**src/rtl/fpu_issue_pkg.sv**
```systemverilog
// Shared opcodes, FSM encodings and command word layout for the FPU issue sequencer.
package fpu_issue_pkg;

  // Opcodes exercised by the microcode path
  localparam logic [7:0] INST_FLD1  = 8'h80;
  localparam logic [7:0] INST_FLDZ  = 8'h81;
  localparam logic [7:0] INST_FLDPI = 8'h82;
  localparam logic [7:0] INST_FSTP  = 8'h22;

  // Sequencer FSM encodings
  localparam logic [2:0] ST_IDLE  = 3'd0;
  localparam logic [2:0] ST_ISSUE = 3'd1;
  localparam logic [2:0] ST_ARM   = 3'd2;
  localparam logic [2:0] ST_WAIT  = 3'd3;
  localparam logic [2:0] ST_RESP  = 3'd4;

  localparam int unsigned CMD_W = 128;

  // One queued FPU command; fields sum to exactly CMD_W bits
  typedef struct packed {
    logic [7:0]  instruction;
    logic [2:0]  stack_index;
    logic        mem_op;
    logic [1:0]  operand_size;
    logic        is_integer;
    logic        is_bcd;
    logic [79:0] data;
    logic [31:0] int_data;
  } cmd_t;

endpackage

```
**src/rtl/fpu_cmd_fifo.sv**
```systemverilog
// DEPTH-entry synchronous FIFO of packed FPU commands. Pointers carry one extra
// wrap bit so full and empty are distinguishable without a separate counter.
module fpu_cmd_fifo
  import fpu_issue_pkg::*;
#(
  parameter int unsigned DEPTH = 4
) (
  input  logic i_clk,
  input  logic i_rst_n,
  input  logic i_push,
  input  cmd_t i_wdata,
  input  logic i_pop,
  output cmd_t o_rdata,
  output logic o_full,
  output logic o_empty
);

  localparam int unsigned AW = $clog2(DEPTH);

  logic [AW:0] r_wptr;
  logic [AW:0] r_rptr;
  cmd_t        r_mem [DEPTH];
  logic        w_push;
  logic        w_pop;

  assign w_push  = i_push && !o_full;
  assign w_pop   = i_pop && !o_empty;
  assign o_empty = (r_wptr == r_rptr);
  assign o_full  = (r_wptr[AW] != r_rptr[AW]) && (r_wptr[AW-1:0] == r_rptr[AW-1:0]);
  assign o_rdata = r_mem[r_rptr[AW-1:0]];

  // Storage array; contents are don't-care while empty so it carries no reset
  always_ff @(posedge i_clk) begin
    if (w_push) begin
      r_mem[r_wptr[AW-1:0]] <= i_wdata;
    end
  end

  // Read/write pointer advance
  always_ff @(posedge i_clk or negedge i_rst_n) begin
    if (!i_rst_n) begin
      r_wptr <= '0;
      r_rptr <= '0;
    end else begin
      if (w_push) r_wptr <= r_wptr + {{AW{1'b0}}, 1'b1};
      if (w_pop)  r_rptr <= r_rptr + {{AW{1'b0}}, 1'b1};
    end
  end

endmodule

```
**src/rtl/fpu_issue_sequencer.sv**
```systemverilog
// Drives FPU_Core one instruction at a time from a command FIFO: one-cycle execute
// pulse, operands held until the core reports ready, result returned as a held response.
module fpu_issue_sequencer
  import fpu_issue_pkg::*;
#(
  parameter int unsigned DEPTH          = 4,
  parameter int unsigned TIMEOUT_CYCLES = 1024
) (
  input  logic        clk,
  input  logic        reset_n,
  input  logic        cmd_valid,
  output logic        cmd_ready,
  input  logic [7:0]  cmd_instruction,
  input  logic [2:0]  cmd_stack_index,
  input  logic        cmd_mem_op,
  input  logic [1:0]  cmd_operand_size,
  input  logic        cmd_is_integer,
  input  logic        cmd_is_bcd,
  input  logic [79:0] cmd_data,
  input  logic [31:0] cmd_int_data,
  output logic [7:0]  fpu_instruction,
  output logic [2:0]  fpu_stack_index,
  output logic        fpu_has_memory_op,
  output logic [1:0]  fpu_operand_size,
  output logic        fpu_is_integer,
  output logic        fpu_is_bcd,
  output logic [79:0] fpu_data_in,
  output logic [31:0] fpu_int_data_in,
  output logic        fpu_execute,
  input  logic        fpu_ready,
  input  logic        fpu_error,
  input  logic [79:0] fpu_data_out,
  input  logic [31:0] fpu_int_data_out,
  output logic        rsp_valid,
  input  logic        rsp_ready,
  output logic [7:0]  rsp_instruction,
  output logic [79:0] rsp_data,
  output logic [31:0] rsp_int_data,
  output logic        rsp_error,
  output logic        rsp_timeout,
  output logic        busy
);

  localparam int unsigned      CNT_W    = $clog2(TIMEOUT_CYCLES + 1);
  localparam logic [CNT_W-1:0] CNT_LAST = CNT_W'(TIMEOUT_CYCLES - 1);

  logic [2:0]       r_state;
  logic [2:0]       w_state_d;
  logic [CNT_W-1:0] r_cnt;
  logic [CNT_W-1:0] w_cnt_d;
  cmd_t             w_push_cmd;
  cmd_t             w_fifo_rdata;
  cmd_t             r_cmd;
  logic             w_fifo_full;
  logic             w_fifo_empty;
  logic             w_pop;
  logic             w_capture;
  logic             w_timeout;
  logic [79:0]      r_rsp_data;
  logic [31:0]      r_rsp_int;
  logic             r_rsp_error;
  logic             r_rsp_timeout;

  assign w_push_cmd = {cmd_instruction, cmd_stack_index, cmd_mem_op, cmd_operand_size,
                       cmd_is_integer, cmd_is_bcd, cmd_data, cmd_int_data};

  // No bypass: a command is only popped from IDLE, so it spends at least a cycle queued
  assign w_pop = (r_state == ST_IDLE) && !w_fifo_empty;

  fpu_cmd_fifo #(
    .DEPTH (DEPTH)
  ) u_fifo (
    .i_clk   (clk),
    .i_rst_n (reset_n),
    .i_push  (cmd_valid),
    .i_wdata (w_push_cmd),
    .i_pop   (w_pop),
    .o_rdata (w_fifo_rdata),
    .o_full  (w_fifo_full),
    .o_empty (w_fifo_empty)
  );

  // Next-state, WAIT-cycle counter and capture decisions
  always_comb begin
    w_state_d = r_state;
    w_cnt_d   = r_cnt;
    w_capture = 1'b0;
    w_timeout = 1'b0;
    case (r_state)
      ST_IDLE: begin
        if (!w_fifo_empty) w_state_d = ST_ISSUE;
      end
      ST_ISSUE: begin
        w_state_d = ST_ARM;
      end
      ST_ARM: begin
        // fpu_ready may still show the core's idle level here, so it is not looked at
        w_state_d = ST_WAIT;
        w_cnt_d   = '0;
      end
      ST_WAIT: begin
        if (fpu_ready) begin
          w_capture = 1'b1;
          w_state_d = ST_RESP;
        end else if (r_cnt == CNT_LAST) begin
          w_timeout = 1'b1;
          w_state_d = ST_RESP;
        end else begin
          w_cnt_d = r_cnt + CNT_W'(1);
        end
      end
      ST_RESP: begin
        if (rsp_ready) w_state_d = ST_IDLE;
      end
      default: begin
        w_state_d = ST_IDLE;
      end
    endcase
  end

  // FSM state and timeout counter
  always_ff @(posedge clk or negedge reset_n) begin
    if (!reset_n) begin
      r_state <= ST_IDLE;
      r_cnt   <= '0;
    end else begin
      r_state <= w_state_d;
      r_cnt   <= w_cnt_d;
    end
  end

  // Operand registers: loaded on pop, held through ISSUE/ARM/WAIT/RESP
  always_ff @(posedge clk or negedge reset_n) begin
    if (!reset_n) begin
      r_cmd <= '0;
    end else if (w_pop) begin
      r_cmd <= w_fifo_rdata;
    end
  end

  // Response payload capture on ready or on timeout
  always_ff @(posedge clk or negedge reset_n) begin
    if (!reset_n) begin
      r_rsp_data    <= '0;
      r_rsp_int     <= '0;
      r_rsp_error   <= 1'b0;
      r_rsp_timeout <= 1'b0;
    end else if (w_capture) begin
      r_rsp_data    <= fpu_data_out;
      r_rsp_int     <= fpu_int_data_out;
      r_rsp_error   <= fpu_error;
      r_rsp_timeout <= 1'b0;
    end else if (w_timeout) begin
      r_rsp_data    <= '0;
      r_rsp_int     <= '0;
      r_rsp_error   <= 1'b1;
      r_rsp_timeout <= 1'b1;
    end
  end

  assign cmd_ready         = !w_fifo_full;
  assign busy              = (r_state != ST_IDLE) || !w_fifo_empty;
  assign fpu_execute       = (r_state == ST_ISSUE);
  assign fpu_instruction   = r_cmd.instruction;
  assign fpu_stack_index   = r_cmd.stack_index;
  assign fpu_has_memory_op = r_cmd.mem_op;
  assign fpu_operand_size  = r_cmd.operand_size;
  assign fpu_is_integer    = r_cmd.is_integer;
  assign fpu_is_bcd        = r_cmd.is_bcd;
  assign fpu_data_in       = r_cmd.data;
  assign fpu_int_data_in   = r_cmd.int_data;
  assign rsp_valid         = (r_state == ST_RESP);
  assign rsp_instruction   = r_cmd.instruction;
  assign rsp_data          = r_rsp_data;
  assign rsp_int_data      = r_rsp_int;
  assign rsp_error         = r_rsp_error;
  assign rsp_timeout       = r_rsp_timeout;

endmodule

```
**config.mk**
```make
export PLATFORM = sky130hd
export DESIGN_NAME = fpu_issue_sequencer
export DESIGN_NICKNAME = d
export VERILOG_FILES = /design/src/rtl/fpu_issue_pkg.sv /design/src/rtl/fpu_cmd_fifo.sv /design/src/rtl/fpu_issue_sequencer.sv
export SDC_FILE = /design/constraint.sdc
export NUM_CORES = 1
export LEC_CHECK = 0
export ABC_AREA = 0
export ABC_CLOCK_PERIOD_IN_PS = 5800
export BUFFER_PORTS_ARGS = -buffer_cell sky130_fd_sc_hd__clkbuf_2
export CAP_MARGIN = 30
export CELL_PAD_IN_SITES_DETAIL_PLACEMENT = 1
export CELL_PAD_IN_SITES_GLOBAL_PLACEMENT = 2
export CORE_MARGIN = 2
export CORE_UTILIZATION = 40
export CTS_BUF_LIST = sky130_fd_sc_hd__clkbuf_16
export DETAILED_ROUTE_END_ITERATION = 10
export GPL_ROUTABILITY_DRIVEN = 0
export HOLD_SLACK_MARGIN = 0.03
export PLACE_DENSITY_LB_ADDON = 0.1
export SLEW_MARGIN = 20
export SYNTH_ARGS = -nofsm -noshare
export SYNTH_HDL_FRONTEND = slang
export SYNTH_SLANG_ARGS = --single-unit
```
**constraint.sdc**
```tcl
create_clock -name clk -period 5.8 [get_ports clk]
set_input_delay 1.16 -clock clk [delete_from_list [all_inputs] [get_ports clk]]
set_output_delay 1.16 -clock clk [all_outputs]
set_load 0.02 [all_outputs]
```
==> results.md <==
Outcome:
- The flow ran to the end, and the final reports show no timing, DRC or antenna violations.

Pwr:
- In this run the power density over the cells is 584.4 nW/um2.
- The maximum VDD drop is 0.0002969 V.
- Total power for the finished layout comes to 20.32 mW.
- For this design the static power due to leakage is 13.67 nW.

Logic synthesis:
- Summing every instance area after synthesis gives 28390 um2.
- After synthesis, the cell types taking the most area are sky130_fd_sc_hd__edfxtp_1 (54%), sky130_fd_sc_hd__dfrtp_1 (23%), sky130_fd_sc_hd__mux4_2 (10%).
- The share of flip-flops with an asynchronous set or reset is 33.85%.
- The synthesized netlist cell count is 1325.
- After synthesis the netlist holds a flip-flop and latch count of 774.
- Yosys printed 0 warnings.
- The synthesized design contains 512 enable-type register cells.
- The average instance area after synthesis is 21.43 um2.
- The number of nets in the synthesized netlist is 1577.
- The number of distinct library cell variants in the gate-level netlist after synthesis is 45.
- The post-synthesis cell type with the largest combined area is sky130_fd_sc_hd__edfxtp_1.
- The prevailing post-synth register cell is sky130_fd_sc_hd__edfxtp_1.
- The share of the yosys chip area belonging to registers is 77.24%.
- The proportion of netlist area held by the largest area contributor is 54.15%.

STA:
- The transition time at the pin with the least slew margin is 0.9433 ns.
- The fmax is 278.4 MHz.
- Setup total negative slack on the finished layout was measured at 0 ns.
- Counting I/O delays and the setup requirement, the final critical path takes 3.593 ns.
- The number of slew-limit violations in the final report is 0.
- The final critical path takes up 61.94% of the cycle.
- The final worst-path setup slack is 2.207 ns.
- The count of endpoints failing hold in the final timing report is 0.
- The tightest hold path in the finished design has a slack of 0.4813 ns.
- Setup repair after global routing left no endpoint under its margin.
- The post-route clock skew is 0.02183 ns.
- The number of endpoints failing setup at the final stage is 0.
- The worst pin sits at a relative slew slack of 37.11%.

CTS:
- Hold repair after CTS inserted 0 buffers.
- The count of instances resized after the clock tree is built is 0.
- The H-tree depth is 3.
- The clock transition at the register clock pins on the worst setup and hold paths after CTS is 0.06 ns.
- The maximum number of buffers from clock root to sink is 3.
- The tree is rooted in a sky130_fd_sc_hd__clkbuf_16.
- TritonCTS created 85 clock buffers.
- The TritonCTS clock tree is yes.
- Post-CTS timing repair inserted 0 buffers for setup.
- The tree built by TritonCTS fans out to 774 sinks.
- Clock latency on the worst-skew pair, taken at its later pin, is 0.62 ns.

Layout:
- Once layout is complete, the cells apart from fillers number 2874.
- The area used by sequential logic in the layout is 21940 um2.
- The fill cell total of the finished layout is 6598.
- The combined area of the multi-input logic cells is 6006 um2.
- The library cells used most frequently in the layout, excluding fill and tap cells, are sky130_fd_sc_hd__edfxtp_1 (512), sky130_fd_sc_hd__clkbuf_2 (498), sky130_fd_sc_hd__dfrtp_1 (260), sky130_fd_sc_hd__mux4_2 (128), sky130_fd_sc_hd__a22o_1 (112).
- From synthesis to final layout, the design area changed by 22.50%.
- For this run, the post-layout net count is 2107.
- Cells with a size suffix above 1 make up 42.76% of the layout.
- The library cell used most frequently in the layout, excluding fill and tap cells, is sky130_fd_sc_hd__edfxtp_1.

Floorplan:
- The initialized floorplan defines 97 standard-cell rows.
- The number of top-level pins is 500.
- The die is 270.4 um tall.
- The initial standard-cell utilization of the core is 40.47%.
- The die covers 73130 um2.
- The floorplan step set the die width to 270.4 um.
- The core box area is 70150 um2.

Global routing:
- The wire length of the first global-routing pass is 104.5 mm.
- The overall global routing resource usage is 19.06%.
- Entering global routing, the biggest net connects 128 pins.
- The initial antenna violation count came to 17.
- For this run the aggregate overflow at the end of global routing stands at 0.
- The via count of the first global-routing pass is 16020.

Placed design:
- The number of cells in the design after placement is 2707.
- The count of buffers inserted at the top-level ports is 499.
- Summed over all nets, the half-perimeter wirelength after detailed placement is 43.61 mm.
- The worst-case setup slack after placement is 2.639 ns.

Drt:
- In this run, the number of DRC markers left after iteration 0 of detailed routing was 754.
- For this block, the via count after detailed routing is 14701.
- The number of vias per cell is 5.115.
- After detailed routing, the number of remaining DRC violations is 0.
- Before antenna repair, the detailed router went through 4 iterations.
- Summed over all layers, the routed wires come to 69.51 mm.
- The number of antenna-violating nets in the routed design is 0.
- The wire length per cell after detailed routing is 24.19 um.

Run:
- The number of max-cap violations is 0.

Critical path:
- The combined buffer and inverter count along the critical path is 1.
- Traced cell by cell, the critical path runs through xnor2_1 > nand3_1 > or2_2 > clkbuf_2.
- The number of cells on the worst reg-to-reg path is 4.
- Counting buffers and inverters, the worst setup path is 4 cells deep.
- The slowest stage of the critical path is the sky130_fd_sc_hd__dfrtp_4 cell.
- The worst setup path is captured at an output pin.
- For the worst setup path, the data required time is 4.64 ns.
- Data arrives at the worst endpoint at 2.43 ns.
- The critical path's top delay family is flip-flops.
- The endpoint identified for the worst register-to-register timing path is u_fifo.r_mem[1][21].
- The launch instance of the worst register-to-register path is u_fifo.r_rptr[1].
- By startpoint and endpoint, the worst setup path is classified as register to output pin.
- Of all nets on the critical path, the largest fanout is 32.
- The reg2reg setup slack is 2.73 ns.
- The largest single stage delay on the critical path is 0.68 ns.
- The worst setup path is launched from a register.

Hold path:
- The min-delay analysis places its worst path in the category register to register.
- The end of the worst hold path is fpu_int_data_in[8].
- The count of cells along the worst hold path is 1.
- The source of the worst hold timing path is fpu_int_data_in[8].
==> worst max-delay path by stage <==
| stage | slack (ns) | from | endpoint |
|---|---|---|---|
| final | 2.21 | u_fifo.r_rptr[1] | busy |
| after global routing | 2.06 | u_fifo.r_rptr[1] | busy |
| after CTS | 2.12 | u_fifo.r_rptr[1] | busy |
| after detailed placement | 2.64 | u_fifo.r_rptr[1] | u_fifo.r_mem[1][65] |
| after global placement | 2.59 | u_fifo.r_rptr[1] | u_fifo.r_mem[0][68] |
| after floorplan | 1.11 | cmd_valid | u_fifo.r_mem[3][0] |
==> final cells by class <==
cell class,instances,area share (%)
multi-input cells,462,17.27
clock inverters,70,1.536
repair buffers,523,8.188
flip-flops and latches,774,63.08
clock buffers,89,6.403
diodes,7,0.05036
well taps,940,3.382
inverters,9,0.09713
==> layer usage <==
layer / up-vias / global-route usage (%) / part of all wire (%)
met4: 22 / 6.179 / 2.6
li1: 6429 / - / -
met1: 7711 / 22.88 / 39
met2: 419 / 32.41 / 50
met5: - / 0 / 0.21
met3: 120 / 6.330 / 7.8
==> synth_stat cells, drive strengths merged (5+ instances only) <==
cell type and instances:
a31oi 10, nor2 7, nand2 11, ha 6, clkbuf 25, a21oi 5, mux4 128, buf 55
a22o 112, inv 9, o21ai 7, mux2 130, nand3 6, dfrtp 262, edfxtp 512, xnor2 5
==> flip-flops by register name, summed over array words and instances, names as in the netlist, 2 cells and up <==
register and cells:
u_fifo.r_wptr 3, r_cnt 11, u_fifo.r_mem 512, fpu_stack_index 3, fpu_int_data_in 32, fpu_data_in 80, r_state 3, u_fifo.r_rptr 3
rsp_data 80, rsp_int_data 32, fpu_instruction 8, fpu_operand_size 2
==> worst reg2reg max path, stage by stage, from the launching register on <==
cell and delay, ns:
sky130_fd_sc_hd__dfrtp_4 0.75, sky130_fd_sc_hd__xnor2_1 0.26, sky130_fd_sc_hd__nand3b_1 0.24, sky130_fd_sc_hd__and3_4 0.81
sky130_fd_sc_hd__buf_4 0.61
==> where the power goes <==
part | leakage [nW] | switching (mW) | internal [mW]
combinational | 4.37 | 3.81 | 2.72
clock | 1.42 | 2.15 | 3.13
sequential | 7.88 | 0.778 | 7.73
total | 13.7 | 6.74 | 13.6
==> stage by stage <==
stage / instance area [um2] / utilization [%]
6_report: 34780 / 49.58
5_1_grt: 34780 / 49.57
4_1_cts: 34740 / 49.53
3_5_place_dp: 31980 / 45.59
3_3_place_gp: 31870 / 45.43
2_1_floorplan: 28390 / -
==> cells by family (layout without fill, tap and decap cells) <==
kind of cell	after synthesis	count (layout)	share of synthesized area [%]
AO/OA/AOI/OAI	144	144	4.239
XOR/XNOR	7	7	0.2159
adder cells (fa/ha/maj)	6	6	0.2644
buffers and inverters	89	691	1.758
flip-flops	774	774	77.24
multiplexers	259	259	15.34
other	0	7	0
AND/OR/NAND/NOR	46	46	0.9343
(Power assumes the default switching activity.)
